### src/rtl/ms_pkg.sv
// Shared types and helpers for the minesweeper mine-field generator.
package ms_pkg;

    typedef enum logic [1:0] {
        IDLE,
        GEN,
        DONE
    } ms_gen_state_t;

    localparam int REJ_W = 16;

    // Flat bitmap index of board cell (x,y) on a board w columns wide.
    function automatic int unsigned idx(input int unsigned x, input int unsigned y,
                                        input int unsigned w);
        return y * w + x;
    endfunction

endpackage

### src/rtl/ms_coord_filter.sv
// Combinational accept/reject decision for one random coordinate sample.
// Macro MS_SAFE_ZONE_EN widens the safe region from one cell to its clipped 3x3 neighbourhood.
module ms_coord_filter #(
    parameter int W  = 8,
    parameter int H  = 8,
    parameter int XW = $clog2(W),
    parameter int YW = $clog2(H),
    parameter int IW = $clog2(W * H)
) (
    input  logic [XW+YW-1:0] rand_xy,
    input  logic [XW-1:0]    safe_x,
    input  logic [YW-1:0]    safe_y,
    input  logic [W*H-1:0]   mine,
    output logic             accept,
    output logic [IW-1:0]    idx
);

    logic [XW-1:0] x;
    logic [YW-1:0] y;
    logic          in_range;
    logic          safe_on_board;
    logic          occupied;
    logic          in_safe;
    int unsigned   flat;
`ifdef MS_SAFE_ZONE_EN
    int            dx;
    int            dy;
`endif

    always_comb begin
        x        = rand_xy[XW-1:0];
        y        = rand_xy[XW+YW-1:XW];
        in_range = (32'(x) < W) && (32'(y) < H);
        flat     = ms_pkg::idx(32'(x), 32'(y), W);
        idx      = in_range ? IW'(flat) : '0;
        occupied = in_range && mine[idx];
        // An off-board first click protects no board cell at all.
        safe_on_board = (32'(safe_x) < W) && (32'(safe_y) < H);
`ifdef MS_SAFE_ZONE_EN
        dx      = int'(32'(x)) - int'(32'(safe_x));
        dy      = int'(32'(y)) - int'(32'(safe_y));
        in_safe = safe_on_board && (dx >= -1) && (dx <= 1) && (dy >= -1) && (dy <= 1);
`else
        in_safe = safe_on_board && (x == safe_x) && (y == safe_y);
`endif
        accept = in_range && !occupied && !in_safe;
    end

endmodule

### src/rtl/ms_mine_gen.sv
// Places exactly N_MINES unique mines on a W x H board from one random sample per clock.
// The random input is named rand_xy because rand is a reserved word; MS_SAFE_ZONE_EN selects the 3x3 safe zone.
module ms_mine_gen
    import ms_pkg::*;
#(
    parameter int W       = 8,
    parameter int H       = 8,
    parameter int N_MINES = 10,
    parameter int XW      = $clog2(W),
    parameter int YW      = $clog2(H)
) (
    input  logic              clk,
    input  logic              reset,
    input  logic              start,
    input  logic [XW-1:0]     safe_x,
    input  logic [YW-1:0]     safe_y,
    input  logic [XW+YW-1:0]  rand_xy,
    output logic [W*H-1:0]    mine,
    output logic              gen_done,
    output logic              busy,
    output logic [REJ_W-1:0]  reject_cnt
);

    localparam int IW = $clog2(W * H);
    localparam int CW = $clog2(N_MINES + 1);

    if (W < 2 || W > 32 || H < 2 || H > 32) begin : g_bad_dim
        $error("ms_mine_gen: W and H must lie in 2..32");
    end
    if (N_MINES < 1 || N_MINES > W * H - 9) begin : g_bad_mines
        $error("ms_mine_gen: N_MINES must lie in 1..W*H-9");
    end

    ms_gen_state_t     state_q, state_d;
    logic [W*H-1:0]    mine_q, mine_d;
    logic [CW-1:0]     count_q, count_d;
    logic [XW-1:0]     safe_x_q, safe_x_d;
    logic [YW-1:0]     safe_y_q, safe_y_d;
    logic [REJ_W-1:0]  rej_q, rej_d;
    logic              busy_q, busy_d;
    logic              done_q, done_d;
    logic              accept;
    logic [IW-1:0]     cell_idx;

    ms_coord_filter #(
        .W (W),
        .H (H),
        .XW(XW),
        .YW(YW),
        .IW(IW)
    ) u_filter (
        .rand_xy(rand_xy),
        .safe_x (safe_x_q),
        .safe_y (safe_y_q),
        .mine   (mine_q),
        .accept (accept),
        .idx    (cell_idx)
    );

    // NOTE: every _d starts from its _q so no path through the case leaves a latch.
    always_comb begin
        state_d  = state_q;
        mine_d   = mine_q;
        count_d  = count_q;
        safe_x_d = safe_x_q;
        safe_y_d = safe_y_q;
        rej_d    = rej_q;
        busy_d   = busy_q;
        done_d   = done_q;
        unique case (state_q)
            IDLE, DONE: begin
                if (start) begin
                    state_d  = GEN;
                    safe_x_d = safe_x;
                    safe_y_d = safe_y;
                    mine_d   = '0;
                    count_d  = '0;
                    rej_d    = '0;
                    busy_d   = 1'b1;
                    done_d   = 1'b0;
                end
            end
            GEN: begin
                if (accept) begin
                    mine_d[cell_idx] = 1'b1;
                    count_d          = count_q + 1'b1;
                    if (count_q == CW'(N_MINES - 1)) begin
                        state_d = DONE;
                        busy_d  = 1'b0;
                        done_d  = 1'b1;
                    end
                end else if (rej_q != '1) begin
                    rej_d = rej_q + 1'b1;
                end
            end
            default: state_d = IDLE;
        endcase
    end

    // NOTE: sequential state uses non-blocking assignment only; the field is a flop
    // vector (not a RAM), so clearing it in reset is legal and required.
    always_ff @(posedge clk) begin
        if (reset) begin
            state_q  <= IDLE;
            mine_q   <= '0;
            count_q  <= '0;
            safe_x_q <= '0;
            safe_y_q <= '0;
            rej_q    <= '0;
            busy_q   <= 1'b0;
            done_q   <= 1'b0;
        end else begin
            state_q  <= state_d;
            mine_q   <= mine_d;
            count_q  <= count_d;
            safe_x_q <= safe_x_d;
            safe_y_q <= safe_y_d;
            rej_q    <= rej_d;
            busy_q   <= busy_d;
            done_q   <= done_d;
        end
    end

    assign mine       = mine_q;
    assign gen_done   = done_q;
    assign busy       = busy_q;
    assign reject_cnt = rej_q;

endmodule

### config.mk
export PLATFORM = sky130hd
export DESIGN_NAME = ms_mine_gen
export DESIGN_NICKNAME = d
export VERILOG_FILES = /design/src/rtl/ms_pkg.sv /design/src/rtl/ms_coord_filter.sv /design/src/rtl/ms_mine_gen.sv
export SDC_FILE = /design/constraint.sdc
export NUM_CORES = 1
export LEC_CHECK = 0
export ABC_AREA = 1
export BUFFER_PORTS_ARGS = -buffer_cell sky130_fd_sc_hd__buf_2
export CORE_MARGIN = 3
export CORE_UTILIZATION = 28
export DETAILED_ROUTE_END_ITERATION = 7
export GPL_ROUTABILITY_DRIVEN = 0
export PLACE_DENSITY = 0.53
export SLEW_MARGIN = 0
export SYNTH_ARGS = -nofsm -noshare
export SYNTH_HDL_FRONTEND = slang
export SYNTH_HIERARCHICAL = 1
export SYNTH_SLANG_ARGS = --single-unit
### constraint.sdc
create_clock -name clk -period 5 [get_ports clk]
set_input_delay 0.5 -clock clk [delete_from_list [all_inputs] [get_ports clk]]
set_output_delay 0.5 -clock clk [all_outputs]
set_load 0.005 [all_outputs]
==> results of run 1 <==
-- cell families (layout without fill, tap and decap cells) --
family / after synthesis / after routing
AND/OR/NAND/NOR: 386 / 386
XOR/XNOR: 4 / 4
buffers and inverters: 96 / 175
adder cells (fa/ha/maj): 3 / 3
flip-flops: 94 / 94
AO/OA/AOI/OAI: 100 / 100
-- flip-flops by register name, summed over array words and instances (netlist names) --
register    flops
reject_cnt     16
state_q         2
busy            1
safe_x_q        3
gen_done        1
mine           64
safe_y_q        3
count_q         4
-- worst max-delay path: cells and delay by family --
kind	cells	cell delay, ns
AND/OR/NAND/NOR	11	1.39
AO/OA/AOI/OAI	2	0.36
buffers and inverters	4	1.32
-- through the flow --
step	power, µW	util	area (µm²)	hold WS (ns)
floorplan	952	-	4760	0.464
global placement	991	0.317	5260	0.461
detailed placement	991	0.317	5260	0.466
CTS	1770	0.338	5600	0.369
global route	1820	0.338	5600	0.383
finish	1750	0.338	5600	0.383
-- area by class of cell --
class | instances | area [µm²]
sequential | 94 | 1880
tap | 220 | 275
inverter | 62 | 238
fill | 1873 | 11000
timing repair buffer | 97 | 488
multi-input combinational | 493 | 2380
clock buffer | 11 | 253
clock inverter | 5 | 86.3
-- worst max-delay path by stage --
stage                from  endpoint  slack (ns)  cells past startpoint
6_report       rand_xy[0]  mine[61]        1.68                     17
3_5_place_dp   rand_xy[0]  mine[57]        1.36                     17
3_3_place_gp   rand_xy[0]  mine[49]        1.41                     17
2_1_floorplan  rand_xy[1]   mine[0]        2.72                     18
5_1_grt        rand_xy[0]  mine[52]        1.32                     17
4_1_cts        rand_xy[0]  mine[55]        1.72                     17
-- layer usage --
metal	part of all wire	up-vias	GRT usage
met5	0	-	0
met4	0.014	0	0.0465
met3	0.058	15	0.0337
met2	0.46	133	0.246
met1	0.47	2107	0.210
li1	-	2360	-
-- power by group through the flow --
stage	Combinational (µW)	Clock (µW)	Sequential, µW
5_1_grt	218	821	782
6_report	193	773	781
2_1_floorplan	158	0	794
3_5_place_dp	193	0	798
3_3_place_gp	193	0	798
4_1_cts	194	797	780
-- cells in the final DEF, fill, tap and decap left out, drive strengths merged --
cell / instances
xor2: 2
nand4: 7
inv: 64
a21oi: 73
nand3: 86
ha: 3
nor2: 134
clkinv: 1
nor3: 9
nand2: 148
clkbuf: 11
o22ai: 1
o21ai: 22
xnor2: 2
bufinv: 2
o21bai: 1
buf: 97
nor4: 1
and3: 1
o41ai: 1
dfxtp: 94
o211ai: 2
==> metrics.yaml, run 1 <==
status:
  run_status: "finished, final reports clean"
clock_tree:
  tritoncts_clock_tree: "built"
  cts_buffer_depth: 2
  cts_max_level: 3
  number_of_cts_inserted_buffers: 9
  post_cts_resize_count: 0
  ctsHoldBuffers: 0
  cts.sink_count: 94
  cts_setup_buffers: 0
  worst_setup_hold_path_clk_slew_ns: 0.07
  clk_latency_ns: 0.35
  clock-root-buffer: "sky130_fd_sc_hd__clkbuf_16"
synthesis:
  synth_compound_gate_area_share: 0.110
  synth.most_common_cell: "sky130_fd_sc_hd__nand2_1"
  avgSynthCellArea_um2: 6.97
  top_cell_type_s_share_of_synthesized_area: 0.395
  synth_mux_area_frac: 0
  synth.distinct_cells: 34
  synth_xor_xnor_area_share: 0.00736
  synth_top_family_by_area: "simple AND/OR/NAND/NOR gates"
  proportion_of_synthesized_chip_area_in_sequential_cells: 0.395
  ys.warnings.count: 6
  simple_logic_cell_fraction_of_the_synthesized_area: 0.374
  synth.ff_latch_count: 94
  cell_types_with_the_largest_area_share_after_synthesis: "sky130_fd_sc_hd__dfxtp_1 40%, sky130_fd_sc_hd__nand2_1 11%, sky130_fd_sc_hd__nor2_1 9.4%"
  synth-adder-area-share: 0.00789
  synthesis.nets: 701
  postSynth.asyncResetShare: 0
  yosys_most_used_dff: "sky130_fd_sc_hd__dfxtp_1"
  post_synth_inst_count: 683
  most_used_standard_cells_in_the_synthesized_netlist: "143 x sky130_fd_sc_hd__nand2_1, 119 x sky130_fd_sc_hd__nor2_1, 94 x sky130_fd_sc_hd__dfxtp_1, 84 x sky130_fd_sc_hd__nand3_1, 73 x sky130_fd_sc_hd__a21oi_1"
  synth_enable_flop_cells: 0
  syn-cell-area_um2: 4760
  netlist.top_cell.by_area: "sky130_fd_sc_hd__dfxtp_1"
worst_setup_path:
  biggest_fanout_along_the_worst_timing_path: 38
  timing.critical_path.slowest_stage_cell: "sky130_fd_sc_hd__buf_2"
  reg2reg_setup_slack_ns: 2.42
  reg2reg_to: "mine[61]"
  reg2reg_from: "mine[43]"
  arrival_ns: 3.60
  worst_setup_path_end_kind: "register"
  crit_path_launch_type: "primary input"
  r2r_cells: 15
  crit_chain: "buf_2 -> inv_4 -> nand2_1 -> nand3_1 -> nand3_1 -> nand2_1 -> nand2_1 -> nand3_1 -> nand3_1 -> nand2_1 -> nor2_1 -> inv_1 -> o21ai_4 -> inv_2 -> nor2_2 -> a21oi_1 -> nor2_1"
  critical_path_required_time_ns: 5.28
  cp_slowest_stage_delay_ns: 0.54
  criticalPathCategory: "primary input to register"
place:
  dp_worst_setup_slack_ns: 1.36
  detailed_place_hpwl_um: 10100
  placed_insts: 966
  port_buffers: 96
pwr:
  sequentialPowerShare: 0.447
  vdd_ir_drop_max_mv: 0.159
  fraction_of_power_consumed_by_the_clock_network: 0.443
  switchingPower_uw: 459
  p_int_uw: 1290
  power.density_nw_per_um2: 312
  switching_share: 0.263
  power_leakage_uw: 0.00262
  comb_power_share: 0.111
global_route:
  track_usage: 0.155
  maximum_number_of_pins_on_one_net_before_global_route_repair: 67
  first_global_vias: 4193
  total_congestion_overflow: 0
  grt_first_pass_wirelength_um: 22700
  antenna_found_initial: 0
timing:
  slew_headroom: 0.282
  finalClockSkew_ns: 0.0114
  worst_pin_slew_ns: 1.07
  final_period_minus_worst_setup_slack_ns: 3.32
  finalSetupViolCount: 0
  final_critical_path_setup_slack_ns: 1.68
  timing_hold_violations_final: 0
  clock.fmax_mhz: 302
  final.period_utilization: 0.663
  timing_max_transition_violations_final: 0
  grt_setup_unrepaired: "no"
  total_negative_setup_slacks_ns: 0
die:
  initial_core_util: 0.287
  core_footprint_um2: 16600
  die_x_um: 136
  core.rowCount: 47
  die_outline_area_um2: 18600
  io-pin-count: 97
  die_height_um: 136
routing:
  drt_pass1_iterations: 5
  antenna_nets_post_route: 0
  total_via_count_after_detailed_routing: 4615
  routed_wire_length_per_instance_um: 14.6
  dr.first_iter.drc_count: 328
  drt_wl_total_um: 14300
  route.detailed.vias_per_inst: 4.70
  post-route-drc-count: 0
cells_and_area:
  syn2layout_area_growth_pct: 17.7
  fin_nets: 775
  post_route_cells_drive_above_1_share: 0.185
  stdcell_count: 982
  num_antenna_cells: 0
worst_hold_path:
  whs_path_depth: 2
  hold_critical_path_endpoint: "state_q[1]"
  hold_path.class: "primary input to register"
  hold_path_startpoint: "start"
flow_run:
  maxCapViolCount: 0
Note: power is estimated with default switching activity, not from simulation.
==> run 2, diff against run 1 <==
--- a/config.mk
+++ b/config.mk
@@ -5,13 +5,13 @@
 export SDC_FILE = /design/constraint.sdc
 export NUM_CORES = 1
 export LEC_CHECK = 0
-export ABC_AREA = 1
+export ABC_AREA = 0
 export BUFFER_PORTS_ARGS = -buffer_cell sky130_fd_sc_hd__buf_2
 export CORE_MARGIN = 3
 export CORE_UTILIZATION = 28
 export DETAILED_ROUTE_END_ITERATION = 7
 export GPL_ROUTABILITY_DRIVEN = 0
-export PLACE_DENSITY = 0.53
+export PLACE_DENSITY = 0.55
 export SLEW_MARGIN = 0
 export SYNTH_ARGS = -nofsm -noshare
 export SYNTH_HDL_FRONTEND = slang
==> constraint.sdc (replaced) <==
create_clock -name clk -period 2.9 [get_ports clk]
set_input_delay 0.29 -clock clk [delete_from_list [all_inputs] [get_ports clk]]
set_output_delay 0.29 -clock clk [all_outputs]
set_load 0.005 [all_outputs]
==> metrics.yaml, run 2 <==
timing:
  final.period_utilization: 0.955
  final_period_minus_worst_setup_slack_ns: 2.77
  timing_hold_violations_final: 0
  clock.fmax_mhz: 361
  total_negative_setup_slacks_ns: 0
  timing_max_transition_violations_final: 0
  worst_pin_slew_ns: 0.703
  grt_setup_unrepaired: "no"
  finalSetupViolCount: 0
  slew_headroom: 0.532
  finalClockSkew_ns: 0.0103
clock_tree:
  cts.sink_count: 94
  number_of_cts_inserted_buffers: 9
  cts_buffer_depth: 2
  cts_max_level: 3
  worst_setup_hold_path_clk_slew_ns: 0.07
  clk_latency_ns: 0.35
  ctsHoldBuffers: 0
  cts_setup_buffers: 0
  clock-root-buffer: "sky130_fd_sc_hd__clkbuf_16"
  tritoncts_clock_tree: "built"
pwr:
  vdd_ir_drop_max_mv: 0.300
  switchingPower_uw: 719
  power_leakage_uw: 0.00228
  switching_share: 0.255
  power.density_nw_per_um2: 498
  sequentialPowerShare: 0.467
  comb_power_share: 0.097
  fraction_of_power_consumed_by_the_clock_network: 0.435
  p_int_uw: 2100
synthesis:
  top_cell_type_s_share_of_synthesized_area: 0.410
  synthesis.nets: 513
  proportion_of_synthesized_chip_area_in_sequential_cells: 0.410
  avgSynthCellArea_um2: 9.27
  post_synth_inst_count: 495
  most_used_standard_cells_in_the_synthesized_netlist: "94 x sky130_fd_sc_hd__dfxtp_1, 83 x sky130_fd_sc_hd__nor2_1, 57 x sky130_fd_sc_hd__o21a_1, 26 x sky130_fd_sc_hd__nand2_1, 24 x sky130_fd_sc_hd__a21oi_1"
  syn-cell-area_um2: 4590
  synth.most_common_cell: "sky130_fd_sc_hd__dfxtp_1"
  cell_types_with_the_largest_area_share_after_synthesis: "sky130_fd_sc_hd__dfxtp_1 41%, sky130_fd_sc_hd__o21a_1 9.3%, sky130_fd_sc_hd__mux4_2 7.8%"
  netlist.top_cell.by_area: "sky130_fd_sc_hd__dfxtp_1"
  synth.distinct_cells: 58
  synth_enable_flop_cells: 0
  yosys_most_used_dff: "sky130_fd_sc_hd__dfxtp_1"
  ys.warnings.count: 6
  synth.ff_latch_count: 94
  postSynth.asyncResetShare: 0
die:
  die_height_um: 134
  die_x_um: 134
  core_footprint_um2: 15900
  initial_core_util: 0.288
  io-pin-count: 97
  core.rowCount: 46
  die_outline_area_um2: 18000
worst_setup_path:
  timing.critical_path.slowest_stage_cell: "sky130_fd_sc_hd__mux4_1"
  critical_path.startpoint: "mine[20]"
  r2r_cells: 9
  reg2reg_setup_slack_ns: 0.13
  worstSetupEndpoint: "mine[52]"
  cp_slowest_stage_delay_ns: 0.49
  crit_chain: "mux4_1 -> mux4_2 -> nand2b_4 -> o211ai_2 -> o211a_1 -> and3b_2 -> o2111ai_2 -> nor4b_1 -> o21a_1"
  biggest_fanout_along_the_worst_timing_path: 7
  critical_path_required_time_ns: 3.20
  worst_setup_path_end_kind: "register"
  criticalPathCategory: "register to register"
  crit_path_launch_type: "register"
  reg2reg_from: "mine[20]"
  arrival_ns: 3.07
  reg2reg_to: "mine[52]"
global_route:
  antenna_found_initial: 0
  track_usage: 0.151
  grt_first_pass_wirelength_um: 21700
  first_global_vias: 4018
  maximum_number_of_pins_on_one_net_before_global_route_repair: 57
  total_congestion_overflow: 0
routing:
  drt_pass1_iterations: 5
  routed_wire_length_per_instance_um: 16.6
  post-route-drc-count: 0
  total_via_count_after_detailed_routing: 4106
  route.detailed.vias_per_inst: 5.09
  drt_wl_total_um: 13400
  antenna_nets_post_route: 0
  dr.first_iter.drc_count: 239
flow_run:
  maxCapViolCount: 0
cells_and_area:
  largest_register_ffs: 64
  sequential_cell_area_um2: 1880
  nFillCells: 1689
  fin_nets: 604
  most_common_cell_after_layout_fill_and_taps_aside: "sky130_fd_sc_hd__buf_2"
  post_route_cells_drive_above_1_share: 0.296
  num_antenna_cells: 0
  final_core_util: 0.355
  multi_input_area_um2: 2470
  layout.cells.most_common_list: "96 x sky130_fd_sc_hd__buf_2, 94 x sky130_fd_sc_hd__dfxtp_1, 82 x sky130_fd_sc_hd__nor2_1"
  syn2layout_area_growth_pct: 23.2
place:
  detailed_place_hpwl_um: 9890
  port_buffers: 96
status:
  run_status: "finished, final reports clean"
worst_hold_path:
  hold_path.class: "primary input to register"
==> run 2: worst max-delay path: cells and delay by family (launching register included) <==
family	cells	cell delay (ns)
AO/OA/AOI/OAI	4	0.61
flip-flops	1	0.35
multiplexers	2	0.98
AND/OR/NAND/NOR	3	0.79
==> run 2: kinds of logic (layout without fill, tap and decap cells) <==
kind of cell | count (synthesis) | count (layout) | share of synthesized area
AOI/OAI and AO/OA | 131 | 131 | 0.210
xor gates and xnor gates | 7 | 7 | 0.0134
adders and majority gates | 3 | 3 | 0.00818
buffers and inverters | 52 | 148 | 0.0564
DFF | 94 | 94 | 0.410
muxes | 28 | 28 | 0.108
and+or+nand+nor | 180 | 180 | 0.194
==> run 2: how the worst min path moves through the flow <==
stage                         start     endpoint  cells after the start  slack [ns]
after floorplan           safe_x[0]  safe_x_q[0]                      2        0.43
after global placement     gen_done     gen_done                      2        0.44
after detailed placement   gen_done     gen_done                      2        0.45
after CTS                 safe_y[2]  safe_y_q[2]                      3        0.18
after global routing      safe_x[2]  safe_x_q[2]                      3        0.21
final                     safe_y[2]  safe_y_q[2]                      3        0.19
==> run 2: cell type report <==
type | count | area share
repair buffers | 123 | 0.123
clock inverters | 6 | 0.0139
inverters | 9 | 0.00597
flip-flops and latches | 94 | 0.333
clock buffers | 10 | 0.0405
multi-input cells | 349 | 0.436
well taps | 216 | 0.0478
==> run 2: through the flow <==
stage          power [µW]  hold slack (ns)  area (µm²)  cells  setup WS, ns
6_report             2820            0.185        5660    807         0.130
5_1_grt              2950            0.211        5660    807       0.00106
4_1_cts              2860            0.176        5650    807        0.0995
3_5_place_dp         1620            0.454        5340    791        -0.134
3_3_place_gp         1610            0.444        5340    791       -0.0372
2_1_floorplan        1530            0.426        4590    495         0.107
==> run 2: power by group through the flow <==
| stage | registers, µW | logic, µW | clock network, µW |
|---|---|---|---|
| after floorplan | 1340 | 185 | 0 |
| after global placement | 1350 | 269 | 0 |
| after detailed placement | 1350 | 274 | 0 |
| after CTS | 1320 | 274 | 1270 |
| after global routing | 1320 | 303 | 1330 |
| final | 1320 | 274 | 1230 |
==> run 2: repair_timing <==
| action | 4_1_cts | 5_1_grt |
|---|---|---|
| endpoints found under the setup margin | 0 | 5 |
| hold endpoints to repair | 0 | 0 |
| resized for setup | 0 | 2 |
==> run 2: per-layer routing <==
metal | vias up | track usage | routed length, µm
li1 | 1962 | - | -
met1 | 1987 | 0.192 | 5880
met2 | 138 | 0.246 | 6330
met3 | 19 | 0.0394 | 862
met4 | 0 | 0.0577 | 284
met5 | - | 0 | 0
==> run 3, diff against run 2 <==
--- a/config.mk
+++ b/config.mk
@@ -7,6 +7,7 @@
 export LEC_CHECK = 0
 export ABC_AREA = 0
 export BUFFER_PORTS_ARGS = -buffer_cell sky130_fd_sc_hd__buf_2
+export CORE_ASPECT_RATIO = 1.1
 export CORE_MARGIN = 3
 export CORE_UTILIZATION = 28
 export DETAILED_ROUTE_END_ITERATION = 7
==> metrics.yaml, run 3 (same netlist as run 2, synthesis figures left out) <==
status:
  run_status: "finished, final reports clean"
timing:
  slew_headroom: 0.522
  finalClockSkew_ns: 0.00889
  final_period_minus_worst_setup_slack_ns: 2.69
  timing_hold_violations_final: 0
  final.period_utilization: 0.927
  worst_hold_slack_ns: 0.177
  worst_pin_slew_ns: 0.717
  finalSetupViolCount: 0
  grt_setup_unrepaired: "no"
  total_negative_setup_slacks_ns: 0
  clock.fmax_mhz: 372
  timing_max_transition_violations_final: 0
clock_tree:
  tritoncts_clock_tree: "built"
  cts_max_level: 3
  clk_latency_ns: 0.35
  clock-root-buffer: "sky130_fd_sc_hd__clkbuf_16"
  number_of_cts_inserted_buffers: 9
  post_cts_resize_count: 0
  cts_buffer_depth: 2
  cts_setup_buffers: 0
  ctsHoldBuffers: 0
  worst_setup_hold_path_clk_slew_ns: 0.08
  cts.sink_count: 94
cells_and_area:
  most_common_cell_after_layout_fill_and_taps_aside: "sky130_fd_sc_hd__buf_2"
  num_antenna_cells: 0
  post_route_cells_drive_above_1_share: 0.297
  layout.cells.most_common_list: "96 x sky130_fd_sc_hd__buf_2, 94 x sky130_fd_sc_hd__dfxtp_1, 82 x sky130_fd_sc_hd__nor2_1"
  fin_nets: 603
  syn2layout_area_growth_pct: 22.6
  largest_register_ffs: 64
  design_area_um2: 5630
global_route:
  grt_util_met1: 0.193
  antenna_found_initial: 0
  track_usage: 0.149
  grtUsageMet3: 0.0347
  grt_first_pass_wirelength_um: 21400
  total_congestion_overflow: 0
  first_global_vias: 4053
  maximum_number_of_pins_on_one_net_before_global_route_repair: 57
  globalRoute.busiestLayer: "met2"
  grt_use_met2: 0.243
flow_run:
  maxCapViolCount: 0
worst_setup_path:
  critical_path_required_time_ns: 3.20
  r2r_cells: 10
  path_delay_family: "multiplexers"
  reg2reg_setup_slack_ns: 0.21
  cp_slowest_stage_delay_ns: 0.48
  cp_num_cells: 10
  reg2reg_to: "mine[52]"
  arrival_ns: 2.99
  worstSetupEndpoint: "mine[52]"
  critical_path.startpoint: "mine[20]"
  crit_chain: "mux4_1 -> mux4_2 -> nand2b_4 -> o211ai_2 -> o211a_1 -> and3b_1 -> buf_4 -> o2111ai_4 -> nor4b_2 -> o21a_1"
  reg2reg_from: "mine[20]"
  biggest_fanout_along_the_worst_timing_path: 8
  critical_path_buf_inv_count: 1
  timing.critical_path.slowest_stage_cell: "sky130_fd_sc_hd__mux4_1"
  worst_setup_path_end_kind: "register"
  criticalPathCategory: "register to register"
  crit_path_launch_type: "register"
pwr:
  vdd_ir_drop_max_mv: 0.234
  comb_power_share: 0.098
  fraction_of_power_consumed_by_the_clock_network: 0.424
  power.density_nw_per_um2: 490
  design_power_total_uw: 2760
  p_int_uw: 2010
  switching_share: 0.272
  power_leakage_uw: 0.00226
  switchingPower_uw: 749
  sequentialPowerShare: 0.477
routing:
  drt_wl_total_um: 13300
  drt_pass1_iterations: 4
  post-route-drc-count: 0
  total_via_count_after_detailed_routing: 4069
  dr.first_iter.drc_count: 261
  routed_wire_length_per_instance_um: 16.8
  antenna_nets_post_route: 0
  route.detailed.vias_per_inst: 5.15
die:
  core_footprint_um2: 15900
  die_x_um: 128
  io-pin-count: 97
  die_height_um: 140
  core.rowCount: 48
  die_outline_area_um2: 18000
  initial_core_util: 0.290
place:
  detailed_place_hpwl_um: 9700
  dpl_cell_area_um2: 5310
  port_buffers: 96
worst_hold_path:
  hold_path.class: "primary input to register"
run 3: worst min path at each step:
stage,depth (start not counted),startpoint,end
after floorplan,2,safe_x[0],safe_x_q[0]
after global placement,2,gen_done,gen_done
after detailed placement,2,safe_x_q[1],safe_x_q[1]
after CTS,3,safe_x[2],safe_x_q[2]
after global routing,3,safe_x[2],safe_x_q[2]
final,3,safe_y[2],safe_y_q[2]
run 3: per-stage QoR:
stage	setup WS [ns]	cells	utilization
global placement	-0.0434	774	0.335
floorplan	0.107	495	-
finish	0.211	790	0.355
global route	0.0515	790	0.355
detailed placement	-0.155	774	0.335
CTS	0.0672	790	0.353
run 3: power by group through the flow:
| stage | Combinational (µW) | Sequential, µW | Clock [µW] |
|---|---|---|---|
| floorplan | 185 | 1340 | 0 |
| global placement | 264 | 1350 | 0 |
| detailed placement | 269 | 1350 | 0 |
| CTS | 270 | 1320 | 1210 |
| global route | 298 | 1320 | 1260 |
| finish | 271 | 1320 | 1170 |
run 3: cell type report:
class                      instances  area (µm²)
clock buffer                       9         225
clock inverter                     7        63.8
fill                            1629       10200
inverter                           9        33.8
multi-input combinational        349        2480
sequential                        94        1880
tap                              200         250
timing repair buffer             122         688
run 3: worst register-to-register path, cell delays in order, from the launching register on:
cell                        delay (ns)
sky130_fd_sc_hd__dfxtp_1          0.34
sky130_fd_sc_hd__mux4_1           0.48
sky130_fd_sc_hd__mux4_2           0.46
sky130_fd_sc_hd__nand2b_4         0.16
sky130_fd_sc_hd__o211ai_2         0.07
sky130_fd_sc_hd__o211a_1          0.18
sky130_fd_sc_hd__and3b_1          0.17
sky130_fd_sc_hd__buf_4            0.16
sky130_fd_sc_hd__o2111ai_4        0.17
sky130_fd_sc_hd__nor4b_2          0.31
sky130_fd_sc_hd__o21a_1           0.14
run 3: layer usage:
metal,routed length (µm),vias to the layer above
li1,-,1958
met1,5920,1978
met2,6320,110
met3,768,23
met4,278,0
met5,0,-
